## src/rtl/mips16_pkg.sv

```systemverilog
// mips16_pkg -- shared constants and types for the MIPS16 fetch stage.
//   ADDR_W / INSTR_W : word-address and instruction widths
//   RESET_PC         : PC value held while reset is asserted
//   ISR_VECTOR       : handler entry address loaded when an interrupt is taken
//   NOP_INSTR        : instruction word used for IF/ID bubbles
//   int_state_e      : interrupt controller state encoding
package mips16_pkg;

    localparam int ADDR_W  = 16;
    localparam int INSTR_W = 32;

    localparam logic [ADDR_W-1:0]  RESET_PC   = 16'h0000;
    localparam logic [ADDR_W-1:0]  ISR_VECTOR = 16'h0010;
    localparam logic [INSTR_W-1:0] NOP_INSTR  = 32'h0000_0000;

    typedef enum logic [1:0] {
        IDLE = 2'b00,
        TAKE = 2'b01,
        ISR  = 2'b10
    } int_state_e;

endpackage

```

## src/rtl/if_int_ctrl.sv

```systemverilog
// if_int_ctrl -- interrupt sequencing for the fetch stage; owns the FSM and epc.
//
// Build option: IF_INTERRUPT_EN. When undefined the controller is absent,
// every request output is tied low, epc_o reads 16'h0000 and in_isr_o reads 0.
//
// Ports
//   clk, reset      : clock, asynchronous active-high reset
//   interrupt_i     : level interrupt request
//   branch_taken_i  : execute-stage redirect (always outranks the interrupt path)
//   eret_i          : return-from-interrupt pulse
//   pc_i            : current architectural PC
//   int_req_o       : request accepted this cycle; fetch holds PC and bubbles
//   take_o          : TAKE state; fetch loads ISR_VECTOR
//   ret_o           : eret honoured this cycle; fetch loads epc
//   epc_o           : saved return address
//   in_isr_o        : handler executing
//
// state | meaning
// IDLE  | normal fetch, watching for an interrupt request
// TAKE  | one cycle: save PC into epc, redirect fetch to ISR_VECTOR
// ISR   | handler running, further requests ignored until eret
module if_int_ctrl
    import mips16_pkg::*;
(
    input  logic              clk,
    input  logic              reset,
    input  logic              interrupt_i,
    input  logic              branch_taken_i,
    input  logic              eret_i,
    input  logic [ADDR_W-1:0] pc_i,
    output logic              int_req_o,
    output logic              take_o,
    output logic              ret_o,
    output logic [ADDR_W-1:0] epc_o,
    output logic              in_isr_o
);

`ifdef IF_INTERRUPT_EN
    int_state_e        state_q;
    logic [ADDR_W-1:0] epc_q;
    logic              in_isr_q;

    // A branch arriving in TAKE keeps the FSM in TAKE so that epc captures the
    // branch target on the following cycle instead of a discarded address.
    always_ff @(posedge clk or posedge reset) begin
        if (reset) begin
            state_q  <= IDLE;
            epc_q    <= RESET_PC;
            in_isr_q <= 1'b0;
        end else begin
            case (state_q)
                IDLE: begin
                    if (interrupt_i && !branch_taken_i) begin
                        state_q <= TAKE;
                    end
                end
                TAKE: begin
                    if (!branch_taken_i) begin
                        epc_q    <= pc_i;
                        in_isr_q <= 1'b1;
                        state_q  <= ISR;
                    end
                end
                ISR: begin
                    if (eret_i && !branch_taken_i) begin
                        in_isr_q <= 1'b0;
                        state_q  <= IDLE;
                    end
                end
                default: begin
                    in_isr_q <= 1'b0;
                    state_q  <= IDLE;
                end
            endcase
        end
    end

    // Accepting the request holds the PC for one cycle so the instruction at
    // pc_i is not issued; TAKE then records that same address as epc.
    assign int_req_o = (state_q == IDLE) && interrupt_i && !branch_taken_i;
    assign take_o    = (state_q == TAKE);
    assign ret_o     = (state_q == ISR) && eret_i && !branch_taken_i;
    assign epc_o     = epc_q;
    assign in_isr_o  = in_isr_q;
`else
    logic unused_ctrl;
    assign unused_ctrl = ^{clk, reset, interrupt_i, branch_taken_i, eret_i, pc_i};

    assign int_req_o = 1'b0;
    assign take_o    = 1'b0;
    assign ret_o     = 1'b0;
    assign epc_o     = RESET_PC;
    assign in_isr_o  = 1'b0;
`endif

endmodule

```

## src/rtl/if_stage.sv

```systemverilog
// if_stage -- instruction fetch: PC register, next-PC mux and IF/ID register.
//
// Build option: IF_INTERRUPT_EN enables interrupt entry/return through
// if_int_ctrl; without it interrupt and eret are ignored.
//
// Ports
//   clk, reset        : clock, asynchronous active-high reset
//   interrupt         : level interrupt request
//   stall             : decode hazard hold (freezes PC and IF/ID)
//   branch_taken      : redirect from execute
//   branch_target     : redirect word address
//   eret              : return-from-interrupt pulse
//   imem_data         : instruction word at imem_addr (combinational memory)
//   imem_addr         : fetch address, equals current_address
//   current_address   : architectural PC
//   ins, pc_id        : IF/ID instruction and its PC
//   valid_id          : ins is a real instruction (0 = bubble)
//   epc, in_isr       : saved return address, handler active
module if_stage
    import mips16_pkg::*;
(
    input  logic               clk,
    input  logic               reset,
    input  logic               interrupt,
    input  logic               stall,
    input  logic               branch_taken,
    input  logic [ADDR_W-1:0]  branch_target,
    input  logic               eret,
    input  logic [INSTR_W-1:0] imem_data,
    output logic [ADDR_W-1:0]  imem_addr,
    output logic [ADDR_W-1:0]  current_address,
    output logic [INSTR_W-1:0] ins,
    output logic [ADDR_W-1:0]  pc_id,
    output logic               valid_id,
    output logic [ADDR_W-1:0]  epc,
    output logic               in_isr
);

    logic [ADDR_W-1:0]  pc_q, pc_d;
    logic [INSTR_W-1:0] ins_q, ins_d;
    logic [ADDR_W-1:0]  pc_id_q, pc_id_d;
    logic               valid_q, valid_d;

    logic              int_req;
    logic              take;
    logic              ret;
    logic [ADDR_W-1:0] epc_w;

    if_int_ctrl u_int_ctrl (
        .clk            (clk),
        .reset          (reset),
        .interrupt_i    (interrupt),
        .branch_taken_i (branch_taken),
        .eret_i         (eret),
        .pc_i           (pc_q),
        .int_req_o      (int_req),
        .take_o         (take),
        .ret_o          (ret),
        .epc_o          (epc_w),
        .in_isr_o       (in_isr)
    );

    // Bubbles clear pc_id as well so a bubble always reads as all-zero IF/ID.
    always_comb begin
        pc_d    = pc_q;
        ins_d   = ins_q;
        pc_id_d = pc_id_q;
        valid_d = valid_q;
        if (branch_taken) begin
            pc_d    = branch_target;
            ins_d   = NOP_INSTR;
            pc_id_d = RESET_PC;
            valid_d = 1'b0;
        end else if (take) begin
            pc_d    = ISR_VECTOR;
            ins_d   = NOP_INSTR;
            pc_id_d = RESET_PC;
            valid_d = 1'b0;
        end else if (ret) begin
            pc_d    = epc_w;
            ins_d   = NOP_INSTR;
            pc_id_d = RESET_PC;
            valid_d = 1'b0;
        end else if (stall) begin
            pc_d = pc_q;
        end else if (int_req) begin
            ins_d   = NOP_INSTR;
            pc_id_d = RESET_PC;
            valid_d = 1'b0;
        end else begin
            pc_d    = pc_q + ADDR_W'(1);
            ins_d   = imem_data;
            pc_id_d = pc_q;
            valid_d = 1'b1;
        end
    end

    always_ff @(posedge clk or posedge reset) begin
        if (reset) begin
            pc_q    <= RESET_PC;
            ins_q   <= NOP_INSTR;
            pc_id_q <= RESET_PC;
            valid_q <= 1'b0;
        end else begin
            pc_q    <= pc_d;
            ins_q   <= ins_d;
            pc_id_q <= pc_id_d;
            valid_q <= valid_d;
        end
    end

    assign imem_addr       = pc_q;
    assign current_address = pc_q;
    assign ins             = ins_q;
    assign pc_id           = pc_id_q;
    assign valid_id        = valid_q;
    assign epc             = epc_w;

endmodule
```

## config.mk

```make
export PLATFORM = sky130hd
export DESIGN_NAME = if_stage
export DESIGN_NICKNAME = d
export VERILOG_FILES = /design/src/rtl/mips16_pkg.sv /design/src/rtl/if_int_ctrl.sv /design/src/rtl/if_stage.sv
export SDC_FILE = /design/constraint.sdc
export NUM_CORES = 1
export LEC_CHECK = 0
export CORE_ASPECT_RATIO = 0.5
export CORE_MARGIN = 8
export CORE_UTILIZATION = 43
export CTS_BUF_LIST = sky130_fd_sc_hd__clkbuf_4 sky130_fd_sc_hd__clkbuf_8
export DETAILED_ROUTE_END_ITERATION = 10
export GPL_ROUTABILITY_DRIVEN = 0
export MAX_ROUTING_LAYER = met4
export PLACE_DENSITY_LB_ADDON = 0.1
export SLEW_MARGIN = 0
export SYNTH_ARGS = -nofsm -noshare
export SYNTH_HDL_FRONTEND = slang
export SYNTH_HIERARCHICAL = 1
export SYNTH_SLANG_ARGS = --single-unit
export TNS_END_PERCENT = 50
```

## constraint.sdc

```tcl
create_clock -name clk -period 2.6 [get_ports clk]
set_input_delay 0.78 -clock clk [delete_from_list [all_inputs] [get_ports clk]]
set_output_delay 0.78 -clock clk [all_outputs]
set_load 0.02 [all_outputs]
```

==> results_dict.tcl <==
set metrics [dict create \
    use_met1_pct 24.45 \
    finalSetupTns_ns 0 \
    yosysTopAreaCellShare_pct 50.35 \
    area_delta_synth_final_pct 46.20 \
    cts-root-buf "clkbuf_8" \
    groute.usage.overall_pct 19.08 \
    min_path_type "reg -> reg" \
    via_per_inst 5.480 \
    grt_pass1_wl_um 16010 \
    crit_chain "clkdlybuf4s50_1" \
    hold_buffers 0 \
    h-tree-depth 3 \
    post_cts_buffers 0 \
    ioPinCount 152 \
    max_cap_violations 0 \
    numPortBuffers 132 \
    core.rowCount 22 \
    crit_type "reg -> out" \
    ys_seq_area_share_pct 50.35 \
    nFillCells 595 \
    synth-main-ff-cell "dfrtp_1" \
    crit_buf_inv 1 \
    drt_iter0_markers 268 \
    multiInputGateArea_um2 1297 \
    timing.final.ws_setup_ns 0.2440 \
    critPathMaxFanout 8 \
    drc_errors 0 \
    wl_um 9997 \
    cts_buffer_depth 2 \
    seq_area_um2 1627 \
    cpLargestDelayFamily "buffers and inverters" \
    worstMarginPinSlew_ns 0.5628 \
    synth_top_cell_by_area "dfrtp_1" \
    use_met3_pct 5.962 \
    synth_area_um2 3231 \
    dieArea_um2 10710 \
    coreArea_um2 7295 \
    routedWlPerCell_um 18.97 \
    period_share_pct 90.61 \
    clock_sinks 65 \
    place_area_um2 4527 \
    cts_resized 0 \
    relSlewSlack_pct 62.43 \
    drtPass1Iterations 5 \
    die_w_um 138.6 \
    powerDensity_nw_per_um2 510.3 \
    place_inst 511 \
    yosys_warnings 6 \
    ys_seq_elements 65 \
    internal_power_mw 1.732 \
    cp.arrival_ns 1.58 \
    path_clk_slew_ns 0.07 \
    synthMostInstantiatedCell "dfrtp_1" \
    slew_violations 0 \
    cp_slowest_cell "clkdlybuf4s50_1" \
    switching_share_pct 28.15 \
    met2_usage_pct 28.39 \
    die_y_um 77.29 \
    synth_edf_count 0 \
    startpoint_type "flop" \
    netlist_top_cells_area "dfrtp_1, a22o_1, buf_4, nand2_1, o21ai_0" \
    clock_latency_ns 0.35 \
    ant_nets 0 \
    leakage_nw 2.004 \
    final_cell_area_um2 4723 \
    critPathRequiredTime_ns 1.82 \
    rsz0062_at_grt "false" \
    overflow 0 \
    comb_power_share_pct 19.7 \
    synth.distinct_cells 49 \
    final_nets 481 \
    end_kind "output port" \
    switching_power_mw 0.6786 \
    antenna_found_initial 0 \
    fmax_mhz 424.5 \
    grt_pass1_vias 2926 \
    via_count 2888 \
    async_flop_share_pct 100.0 \
    setup_violations 0 \
    busiest_layer "met2" \
    synthTopCellsByCount "dfrtp_1, a22o_1, buf_4" \
    fin_total_pwr_mw 2.410 \
    p_clk_share_pct 34.9 \
    start_util_pct 44.29 \
    fin_skew_ns 0.01140 \
    dp_hpwl_um 7472 \
    cts_tree "yes" \
    dpl_worst_slack_ns 0.1707 \
    fin_cells 527 \
    slowest_delay_ns 0.69 \
    power_frac_seq_pct 45.5 \
    cts_buffers 9 \
    ir_drop_mv 0.2451 \
    postSynthCellCount 305 \
    finalHoldViolCount 0 \
    synth.avg_cell_area_um2 10.59 \
    drive_above_1_share_pct 10.23 \
    status "completed" \
    grt_start_max_net_pins 43 \
    fin_crit_ns 2.356 \
]
-- registers in the layout (all words and copies together), names as in the netlist --
signal and flops:
ins 32, pc_id 16, current_address 16, valid_id 1
-- worst reg2reg max path, delay by kind of cell (launching register included) --
| family | cells | cell delay [ns] |
|---|---|---|
| adder cells (fa/ha/maj) | 1 | 0.30 |
| AND/OR/NAND/NOR | 2 | 0.72 |
| flip-flops | 1 | 0.48 |
| AO/OA/AOI/OAI | 2 | 0.30 |
-- through the flow --
stage          hold slack (ns)  util [%]
2_1_floorplan           0.5825         -
3_3_place_gp            0.4708     62.06
3_5_place_dp            0.4796     62.06
4_1_cts                 0.4965     64.72
5_1_grt                 0.5160     64.72
6_report                0.4838     64.75
-- cells by family after synthesis --
family / after synthesis / synth area share [%]
AOI/OAI and AO/OA: 99 / 23.97
xor gates and xnor gates: 3 / 0.8135
adders and majority gates: 1 / 0.3872
buffers and inverters: 60 / 11.97
DFF: 65 / 50.35
muxes: 1 / 0.3098
other: 1 / 0.1161
and+or+nand+nor: 75 / 12.08
-- metal layers --
metal	wire, µm	share of wire (%)	vias up
met4	75	0.75	0
met5	0	0	-
met1	4712	47	1413
met3	710	7.1	7
met2	4499	45	143
li1	-	-	1325
-- power by group through the flow --
| stage | sequential (mW) | clock [mW] | combinational, mW |
|---|---|---|---|
| after global routing | 1.10 | 0.912 | 0.506 |
| after global placement | 1.11 | 0 | 0.462 |
| final | 1.10 | 0.841 | 0.474 |
| after detailed placement | 1.11 | 0 | 0.468 |
| after CTS | 1.10 | 0.866 | 0.471 |
| after floorplan | 1.14 | 0 | 0.242 |
-- area by class of cell --
type,count,share of cell area [%]
flip-flops and latches,65,34.44
repair buffers,146,30.99
multi-input cells,199,27.47
clock buffers,10,2.914
well taps,96,2.543
clock inverters,5,1.192
inverters,5,0.3974
diodes,1,0.05298
-- cell usage in the layout (no fill, tap or decap), drive strengths merged, types with 2 or more instances in the layout --
cell           instances
nand2                 24
o221ai                 2
nor3                   5
buf                   14
conb                  20
a22o                  47
o21a                   2
nand4                  6
o22ai                  2
nor4                   2
xnor2                  3
dfrtp                 65
clkdlybuf4s50        132
clkinv                 3
inv                    5
nand3b                 2
or2                    2
nor2b                  3
nor4b                  3
clkbuf                10
a211oi                 2
and2                   2
a21oi                  9
a221oi                 3
a41oi                  2
o211ai                 2
or3                    4
o21ai                 16
nor2                  21
-- path summary, 6_finish.rpt --
kind                       slack, ns                       startpoint                        endpoint  depth (start not counted)
setup / recovery                0.24  current_address[11]$_DFFE_PP0P_                   imem_addr[11]                          1
hold / removal                  0.48             valid_id$_DFFE_PP0P_            valid_id$_DFFE_PP0P_                          2
setup reg to reg                0.65   current_address[1]$_DFFE_PP0P_  current_address[8]$_DFFE_PP0P_                          5
hold reg to reg                 0.48             valid_id$_DFFE_PP0P_            valid_id$_DFFE_PP0P_                          2
max in group asynchronous       1.16                            reset            pc_id[1]$_DFFE_PP0P_                          3
min in group asynchronous       0.82                            reset             ins[29]$_DFFE_PP0P_                          2
(Power assumes the default switching activity.)
